===== src/rtl/cla_seq_adder_ctrl_pkg.sv =====
// Shared definitions for the byte-serial carry look-ahead adder controller:
// FSM state encoding and the byte width of the shared adder slice.
package cla_seq_adder_ctrl_pkg;

  localparam int BYTE = 8;

  typedef enum logic [1:0] {
    IDLE = 2'd0,
    ADD  = 2'd1,
    DONE = 2'd2
  } state_t;

endpackage


===== src/rtl/cla_seq_adder_ctrl_if.sv =====
// Requester-side bundle for the sequential adder: start/operands in,
// busy/done handshake and full-width result with flags out.
interface cla_seq_adder_ctrl_if #(
  parameter int NBYTES = 4
);
  import cla_seq_adder_ctrl_pkg::*;

  localparam int W = BYTE * NBYTES;

  logic         start;
  logic [W-1:0] a;
  logic [W-1:0] b;
  logic         cin;
  logic         busy;
  logic         done;
  logic [W-1:0] sum;
  logic         cout;
  logic         zero;
  logic         ovf;

  modport master (
    output start, a, b, cin,
    input  busy, done, sum, cout, zero, ovf
  );

  modport slave (
    input  start, a, b, cin,
    output busy, done, sum, cout, zero, ovf
  );

endinterface


===== src/rtl/cla_seq_adder_ctrl_cla8.sv =====
// 8-bit carry look-ahead adder. Each carry is formed directly as a
// sum of generate/propagate products rather than rippling bit to bit.
module Carry_Look_Ahead_Adder_8bit (
  input  logic [7:0] a,
  input  logic [7:0] b,
  input  logic       c0,
  output logic [7:0] s,
  output logic       c8
);

  logic [7:0] g;
  logic [7:0] p;
  logic [8:0] c;
  logic       prod;

  // Expand c[i+1] = g[i] | p[i]g[i-1] | ... | p[i..0]c0 for every bit
  always_comb begin
    g    = a & b;
    p    = a ^ b;
    c    = '0;
    prod = 1'b1;
    c[0] = c0;
    for (int i = 0; i < 8; i++) begin
      c[i+1] = g[i];
      prod   = p[i];
      for (int j = i - 1; j >= 0; j--) begin
        c[i+1] = c[i+1] | (prod & g[j]);
        prod   = prod & p[j];
      end
      c[i+1] = c[i+1] | (prod & c0);
    end
    s  = p ^ c[7:0];
    c8 = c[8];
  end

endmodule


===== src/rtl/cla_seq_adder_ctrl.sv =====
// Multi-byte adder that time-multiplexes one 8-bit CLA slice, LSB first,
// threading each byte's carry-out into the next byte's carry-in.
module cla_seq_adder_ctrl
  import cla_seq_adder_ctrl_pkg::*;
#(
  parameter int NBYTES = 4
) (
  input  logic                  clk,
  input  logic                  rst,
  cla_seq_adder_ctrl_if.slave   bus
);

  localparam int W    = BYTE * NBYTES;
  localparam int IDXW = $clog2(NBYTES);
  localparam logic [IDXW-1:0] LAST_IDX = IDXW'(NBYTES - 1);

  state_t          state_q;
  state_t          state_d;
  logic            accept;
  logic            last_add;

  logic [IDXW-1:0] idx_q;
  logic [W-1:0]    a_q;
  logic [W-1:0]    b_q;
  logic [W-1:0]    sum_q;
  logic [W-1:0]    sum_d;
  logic            carry_q;
  logic            busy_q;
  logic            done_q;
  logic            cout_q;
  logic            zero_q;
  logic            ovf_q;

  logic [BYTE-1:0] add_a;
  logic [BYTE-1:0] add_b;
  logic [BYTE-1:0] add_s;
  logic            add_c8;

  Carry_Look_Ahead_Adder_8bit u_cla (
    .a  (add_a),
    .b  (add_b),
    .c0 (carry_q),
    .s  (add_s),
    .c8 (add_c8)
  );

  // State register
  always_ff @(posedge clk) begin
    if (rst) state_q <= IDLE;
    else     state_q <= state_d;
  end

  // Next-state decode: accept start only in IDLE, leave ADD after the top byte
  always_comb begin
    state_d  = state_q;
    accept   = 1'b0;
    last_add = 1'b0;
    case (state_q)
      IDLE: begin
        if (bus.start) begin
          accept  = 1'b1;
          state_d = ADD;
        end
      end
      ADD: begin
        if (idx_q == LAST_IDX) begin
          last_add = 1'b1;
          state_d  = DONE;
        end
      end
      DONE:    state_d = IDLE;
      default: state_d = IDLE;
    endcase
  end

  // Select the current byte slice and merge the adder result into the sum
  always_comb begin
    add_a = a_q[BYTE*idx_q +: BYTE];
    add_b = b_q[BYTE*idx_q +: BYTE];
    sum_d = sum_q;
    sum_d[BYTE*idx_q +: BYTE] = add_s;
  end

  // Operand latching, byte-by-byte accumulation, flags and registered handshake
  always_ff @(posedge clk) begin
    if (rst) begin
      a_q     <= '0;
      b_q     <= '0;
      sum_q   <= '0;
      idx_q   <= '0;
      carry_q <= 1'b0;
      busy_q  <= 1'b0;
      done_q  <= 1'b0;
      cout_q  <= 1'b0;
      zero_q  <= 1'b0;
      ovf_q   <= 1'b0;
    end else begin
      busy_q <= (state_d != IDLE);
      done_q <= (state_d == DONE);
      if (accept) begin
        a_q     <= bus.a;
        b_q     <= bus.b;
        carry_q <= bus.cin;
        idx_q   <= '0;
        sum_q   <= '0;
      end else if (state_q == ADD) begin
        sum_q   <= sum_d;
        carry_q <= add_c8;
        idx_q   <= last_add ? '0 : idx_q + 1'b1;
        if (last_add) begin
          cout_q <= add_c8;
          zero_q <= (sum_d == '0);
          ovf_q  <= (a_q[W-1] == b_q[W-1]) && (sum_d[W-1] != a_q[W-1]);
        end
      end
    end
  end

  assign bus.busy = busy_q;
  assign bus.done = done_q;
  assign bus.sum  = sum_q;
  assign bus.cout = cout_q;
  assign bus.zero = zero_q;
  assign bus.ovf  = ovf_q;

endmodule

===== src/flat_wrapper.sv =====
// flat-port wrapper written by rule: the top's interface ports become plain ports
module cla_seq_adder_ctrl_flat import cla_seq_adder_ctrl_pkg::*;
#(
  parameter int NBYTES = 4
)
  (clk, rst, bus_start, bus_a, bus_b, bus_cin, bus_busy, bus_done, bus_sum, bus_cout, bus_zero, bus_ovf);
  cla_seq_adder_ctrl_if #(.NBYTES(NBYTES)) bus_i ();
  input  logic clk;
  input  logic rst;
  input wire logic [$bits(bus_i.start)-1:0] bus_start;
  input wire logic [$bits(bus_i.a)-1:0] bus_a;
  input wire logic [$bits(bus_i.b)-1:0] bus_b;
  input wire logic [$bits(bus_i.cin)-1:0] bus_cin;
  output wire logic [$bits(bus_i.busy)-1:0] bus_busy;
  output wire logic [$bits(bus_i.done)-1:0] bus_done;
  output wire logic [$bits(bus_i.sum)-1:0] bus_sum;
  output wire logic [$bits(bus_i.cout)-1:0] bus_cout;
  output wire logic [$bits(bus_i.zero)-1:0] bus_zero;
  output wire logic [$bits(bus_i.ovf)-1:0] bus_ovf;
  assign bus_i.start = bus_start;
  assign bus_i.a = bus_a;
  assign bus_i.b = bus_b;
  assign bus_i.cin = bus_cin;
  assign bus_busy = bus_i.busy;
  assign bus_done = bus_i.done;
  assign bus_sum = bus_i.sum;
  assign bus_cout = bus_i.cout;
  assign bus_zero = bus_i.zero;
  assign bus_ovf = bus_i.ovf;
  cla_seq_adder_ctrl #(.NBYTES(NBYTES)) u_core (.clk(clk), .rst(rst), .bus(bus_i));
endmodule

===== config.mk =====
export PLATFORM = sky130hd
export DESIGN_NAME = cla_seq_adder_ctrl_flat
export DESIGN_NICKNAME = d
export VERILOG_FILES = /design/src/rtl/cla_seq_adder_ctrl_pkg.sv /design/src/rtl/cla_seq_adder_ctrl_if.sv /design/src/rtl/cla_seq_adder_ctrl_cla8.sv /design/src/rtl/cla_seq_adder_ctrl.sv /design/src/flat_wrapper.sv
export SDC_FILE = /design/constraint.sdc
export NUM_CORES = 1
export LEC_CHECK = 0
export ABC_AREA = 0
export CORE_ASPECT_RATIO = 1.1
export CORE_UTILIZATION = 50
export DETAILED_ROUTE_END_ITERATION = 8
export PLACE_DENSITY = 0.79
export SYNTH_ARGS = -nofsm -noshare
export SYNTH_HDL_FRONTEND = slang
export SYNTH_HIERARCHICAL = 1
export SYNTH_SLANG_ARGS = --single-unit

===== constraint.sdc =====
create_clock -name clk -period 5.15 [get_ports clk]
set_input_delay 1.545 -clock clk [delete_from_list [all_inputs] [get_ports clk]]
set_output_delay 1.545 -clock clk [all_outputs]
set_load 0.02 [all_outputs]

==> results of run 1 <==
logic make-up (layout without fill, tap and decap cells):
group | after synthesis | in the layout
and+or+nand+nor | 231 | 231
AOI/OAI and AO/OA | 130 | 130
DFF | 106 | 106
buffers and inverters | 44 | 131
adders and majority gates | 16 | 16
muxes | 16 | 16
xor gates and xnor gates | 6 | 6
critical path, cell delays in order, from the launching register on:
cell and delay (ns):
dfxtp_1 0.94, mux4_2 0.61, ha_1 0.32, a21oi_2 0.20, o2111ai_2 0.20, a221o_1 0.39
xor2_1 0.57, a31oi_1 0.20, or3_1 0.35, a311oi_1 0.25
cells in the final DEF, fill, tap and decap left out, types with 7 or more instances in the layout:
cell type,instances
inv_1,7
dfxtp_1,106
nor4_1,7
mux4_2,16
a22oi_1,31
clkdlybuf4s50_1,103
nand2_1,140
ha_1,15
nor2_1,49
a21oi_1,77
clkbuf_8,9
per-stage QoR:
| stage | total power (µW) | util (%) |
|---|---|---|
| 2_1_floorplan | 1060 | - |
| 3_3_place_gp | 1160 | 64.1 |
| 3_5_place_dp | 1170 | 64.1 |
| 4_1_cts | 1690 | 66.3 |
| 5_1_grt | 1760 | 66.3 |
| 6_report | 1690 | 66.3 |
registers in the layout, indices dropped and copies added (netlist names), 2 cells and up:
| name | count |
|---|---|
| u_core/idx_q | 2 |
| u_core/state_q | 2 |
| u_core/b_q | 32 |
| u_core/bus.sum | 32 |
| u_core/a_q | 32 |
area by class of cell:
| class | instances | area share [%] |
|---|---|---|
| clock buffers | 10 | 2.12 |
| clock inverters | 5 | 1.33 |
| repair buffers | 108 | 17.7 |
| flip-flops and latches | 106 | 35.3 |
| multi-input cells | 399 | 40.6 |
| inverters | 8 | 0.500 |
| well taps | 114 | 2.37 |
report_power, final:
part,leakage (µW),switching (µW),internal (µW)
Sequential,0.000865,27.7,855
Combinational,0.00125,146,120
Clock,0.0000984,269,271
how the worst min path moves through the flow:
stage | from | endpoint | slack, ns | cells past startpoint
finish | u_core/a_q[29] | u_core/a_q[29] | 0.46 | 2
detailed placement | u_core/a_q[29] | u_core/a_q[29] | 0.45 | 2
global placement | u_core/a_q[29] | u_core/a_q[29] | 0.44 | 2
CTS | u_core/b_q[1] | u_core/b_q[1] | 0.46 | 2
global route | u_core/b_q[17] | u_core/b_q[17] | 0.48 | 2
floorplan | u_core/a_q[16] | u_core/a_q[16] | 0.43 | 2
per-layer routing:
metal  track usage, %  wire length (µm)  vias up
li1                 -                 -     2066
met1             30.1              4570     1953
met2             42.5              6010      154
met3             4.68               646       27
met4             9.63               318        0
met5                0                 0        -
==> results.cfg, run 1 <==
[die]
fp.dieW_um = 94.9
start_util_pct = 52.4
rows = 36
ios = 105
core_area_mm2 = 0.00905
die_h_um = 104
dieArea_mm2 = 0.00989

[worst_setup_path]
timing.rr.start = u_core/idx_q[0]
cp.required_ns = 5.43
crit_type = reg2reg
end_kind = flop
worstPathMaxFanout = 17
arrival_ns = 4.40
cp-start-kind = flop
cp-startpoint = u_core/idx_q[0]
endpoint = u_core/bus.ovf
reg2reg_slack_ns = 1.03
r2r_end = u_core/bus.ovf
ff2ff_path_depth = 9

[global_route]
grt_pass1_vias = 4023
grt_overflow = 0
antenna_found_initial = 0
grt_pass1_wl_um = 19200
grt_max_degree = 73
grt_util_all_layers_pct = 24.8

[synthesis]
async_flop_share_pct = 0
synth_flop_cell = dfxtp_1
yosys-top-cells-area = dfxtp_1, nand2_1, a21oi_1
ys_seq_area_share_pct = 44.7
synth_top_area_cell = dfxtp_1
muxShareOfSynthArea_pct = 7.59
yosysMostFrequentCell = nand2_1
synth_top_family_by_area = simple AND/OR/NAND/NOR gates
ys_types = 48
synth-compound-area-share_pct = 16.7
netlist_instances = 549
synth_top_area_share_pct = 44.7
yosys.area_share.simple_pct = 21.5
synth-seq-cells = 106
ys_warn_count = 6
synthAdderAreaFrac_pct = 4.38
netlist_top_cells_count = nand2_1, dfxtp_1, a21oi_1, nor2_1, a22oi_1
syn-num-nets = 633
synth_edf_count = 0
synth_area_per_cell_um2 = 8.64
synth_xor_area_share_pct = 1.11
syn_area_mm2 = 0.00475

[placed_design]
place_inst = 735
place_hpwl_um = 8630
port_buffers = 104
post-place-ws_ns = 1.08
place_area_mm2 = 0.00580
gp_congestion = 0.878

[sta]
hold_slack_ns = 0.456
finalWorstSetupSlack_ns = 1.03
fmax_mhz = 243
fin_crit_sh_pct = 80.0
slew_headroom_pct = 17.2
worst_pin_slew_ns = 1.24
final-max-slew-violation-count = 0
hold_viol_final = 0
setup_tns_ns = 0
setup_viol = 0
grt_setup_unrepaired = false
skew_ns = 0.00998
post-route-min-period_ns = 4.12

[final_layout]
nFillCells = 754
final_cell_area_mm2 = 0.00601
ff_latch_area_mm2 = 0.00212
drive_above_1_share_pct = 7.39
stdcell_count = 750
multi_input_area_mm2 = 0.00244
syn_to_final_growth_pct = 26.6
nNetsFinal = 716
num_antenna_cells = 0

[drt]
antenna_left = 0
avgRoutedWirePerCell_um = 15.4
routed_wl_um = 11500
dr.pass1.iters = 5
vias = 4200
drt_iter0_markers = 261
drc = 0
vias_per_cell = 5.60

[pwr]
leakagePower_uw = 0.00221
peakVddDrop_uv = 172
power_density_mw_per_mm2 = 281

[clock_tree]
cts_tree = yes
cts-root-buf = clkbuf_8
post_cts_buffers = 0
numCtsBuffers = 9
cts.sinks = 106
clock_path_buffers = 2
clk_pin_slew_ns = 0.10
clkLatencyLatePin_ns = 0.36
cts_resized = 0
hold_buffers = 0
cts-htree-levels = 3

[min_path]
hold_class = reg2reg

[job]
max_cap_viol_count = 0

[outcome]
status = finished clean
(Power assumes the default switching activity.)
==> run 2, diff against run 1 <==
==> constraint.sdc (replaced) <==
create_clock -name clk -period 4.25 [get_ports clk]
set_input_delay 1.275 -clock clk [delete_from_list [all_inputs] [get_ports clk]]
set_output_delay 1.275 -clock clk [all_outputs]
set_load 0.02 [all_outputs]
==> results.cfg, run 2 (synthesis results as in run 1) <==
[die]
ios = 105
core_area_mm2 = 0.00905
start_util_pct = 52.4
die_h_um = 104
fp.dieW_um = 94.9
dieArea_mm2 = 0.00989
rows = 36

[clock_tree]
cts_tree = yes
cts-htree-levels = 3
cts.sinks = 106
post_cts_buffers = 0
clock_path_buffers = 2
clk_pin_slew_ns = 0.10
hold_buffers = 0
clkLatencyLatePin_ns = 0.37
numCtsBuffers = 9
cts_resized = 0
cts-root-buf = clkbuf_8

[sta]
grt_setup_unrepaired = false
setup_viol = 0
fin_crit_sh_pct = 83.2
setup_tns_ns = 0
skew_ns = 0.0110
slew_headroom_pct = 30.7
hold_viol_final = 0
worst_pin_slew_ns = 1.04
final-max-slew-violation-count = 0
post-route-min-period_ns = 3.54
fmax_mhz = 283

[outcome]
status = finished clean

[pwr]
power_density_mw_per_mm2 = 326
finalPower_uw = 1960
switchingPower_uw = 555
pwr-share-clk_pct = 28.6
intPower_uw = 1400
swShare_pct = 28.3
seqPwrFrac_pct = 54.4
power_frac_comb_pct = 16.9
leakagePower_uw = 0.00221
peakVddDrop_uv = 186

[placed_design]
place_hpwl_um = 8660
port_buffers = 104
gp_congestion = 0.931

[min_path]
hold_class = reg2reg

[worst_setup_path]
arrival_ns = 3.83
worstPathMaxFanout = 23
cp-start-kind = flop
cp.required_ns = 4.54
end_kind = flop
crit_type = reg2reg

[final_layout]
layout_commonest_cell = nand2_1
num_antenna_cells = 0
nNetsFinal = 718
nFillCells = 777
layout_common_cells = nand2_1, dfxtp_1, clkdlybuf4s50_1
syn_to_final_growth_pct = 26.4
drive_above_1_share_pct = 7.67

[global_route]
grt_util_all_layers_pct = 25.2
grt_pass1_wl_um = 19500
antenna_found_initial = 0
grt_max_degree = 73
grt_pass1_vias = 4197
grt_overflow = 0

[drt]
antenna_left = 0
vias = 4244
avgRoutedWirePerCell_um = 15.5
routed_wl_um = 11700
drt_iter0_markers = 174
drc = 0
vias_per_cell = 5.64
dr.pass1.iters = 5

[job]
max_cap_viol_count = 0
run 2: metal layers:
layer | up-vias | GRT usage (%) | part of all wire (%)
li1 | 2076 | - | -
met1 | 1974 | 30.2 | 40
met2 | 161 | 43.5 | 52
met3 | 33 | 5.19 | 5.5
met4 | 0 | 9.96 | 3.1
met5 | - | 0 | 0
run 2: cell type report:
class	count	area [µm²]	area share, %
clock buffer	11	131	2.19
clock inverter	5	38.8	0.647
tap	114	143	2.38
multi-input combinational	399	2440	40.7
timing repair buffer	110	1090	18.2
inverter	8	30.0	0.501
sequential	106	2120	35.4
run 2: power by group through the flow:
stage | Clock [µW] | Combinational, µW | Sequential (µW)
floorplan | 0 | 207 | 1080
global placement | 0 | 322 | 1090
detailed placement | 0 | 330 | 1090
CTS | 568 | 331 | 1070
global route | 611 | 366 | 1070
finish | 561 | 332 | 1070
run 2: worst max-delay path, stage by stage, from the launching register on:
cell and delay, ns:
dfxtp_1 0.55, buf_12 0.24, mux4_2 0.53, ha_1 0.30, a21oi_2 0.19, o2111ai_2 0.19, a21oi_1 0.23, xnor2_1 0.22
or3_1 0.44, o31ai_1 0.22, o2111ai_1 0.13, o31ai_1 0.20
run 2: worst paths after layout:
kind | start | endpoint | slack, ns | depth (start not counted)
max | u_core/idx_q[0] | u_core/bus.zero | 0.71 | 11
min | u_core/b_q[29] | u_core/b_q[29] | 0.46 | 2
max reg2reg | u_core/idx_q[0] | u_core/bus.zero | 0.71 | 11
min reg2reg | u_core/b_q[29] | u_core/b_q[29] | 0.46 | 2
run 2: through the flow:
stage | instances | setup slack, ns | area [µm²] | hold WS, ns | utilization, %
after global routing | 753 | 0.440 | 6000 | 0.477 | 66.2
after CTS | 753 | 0.720 | 6000 | 0.462 | 66.2
final | 753 | 0.713 | 6000 | 0.460 | 66.2
after floorplan | 549 | 0.932 | 4750 | 0.433 | -
after global placement | 737 | 0.826 | 5830 | 0.444 | 64.4
after detailed placement | 737 | 0.701 | 5830 | 0.449 | 64.4
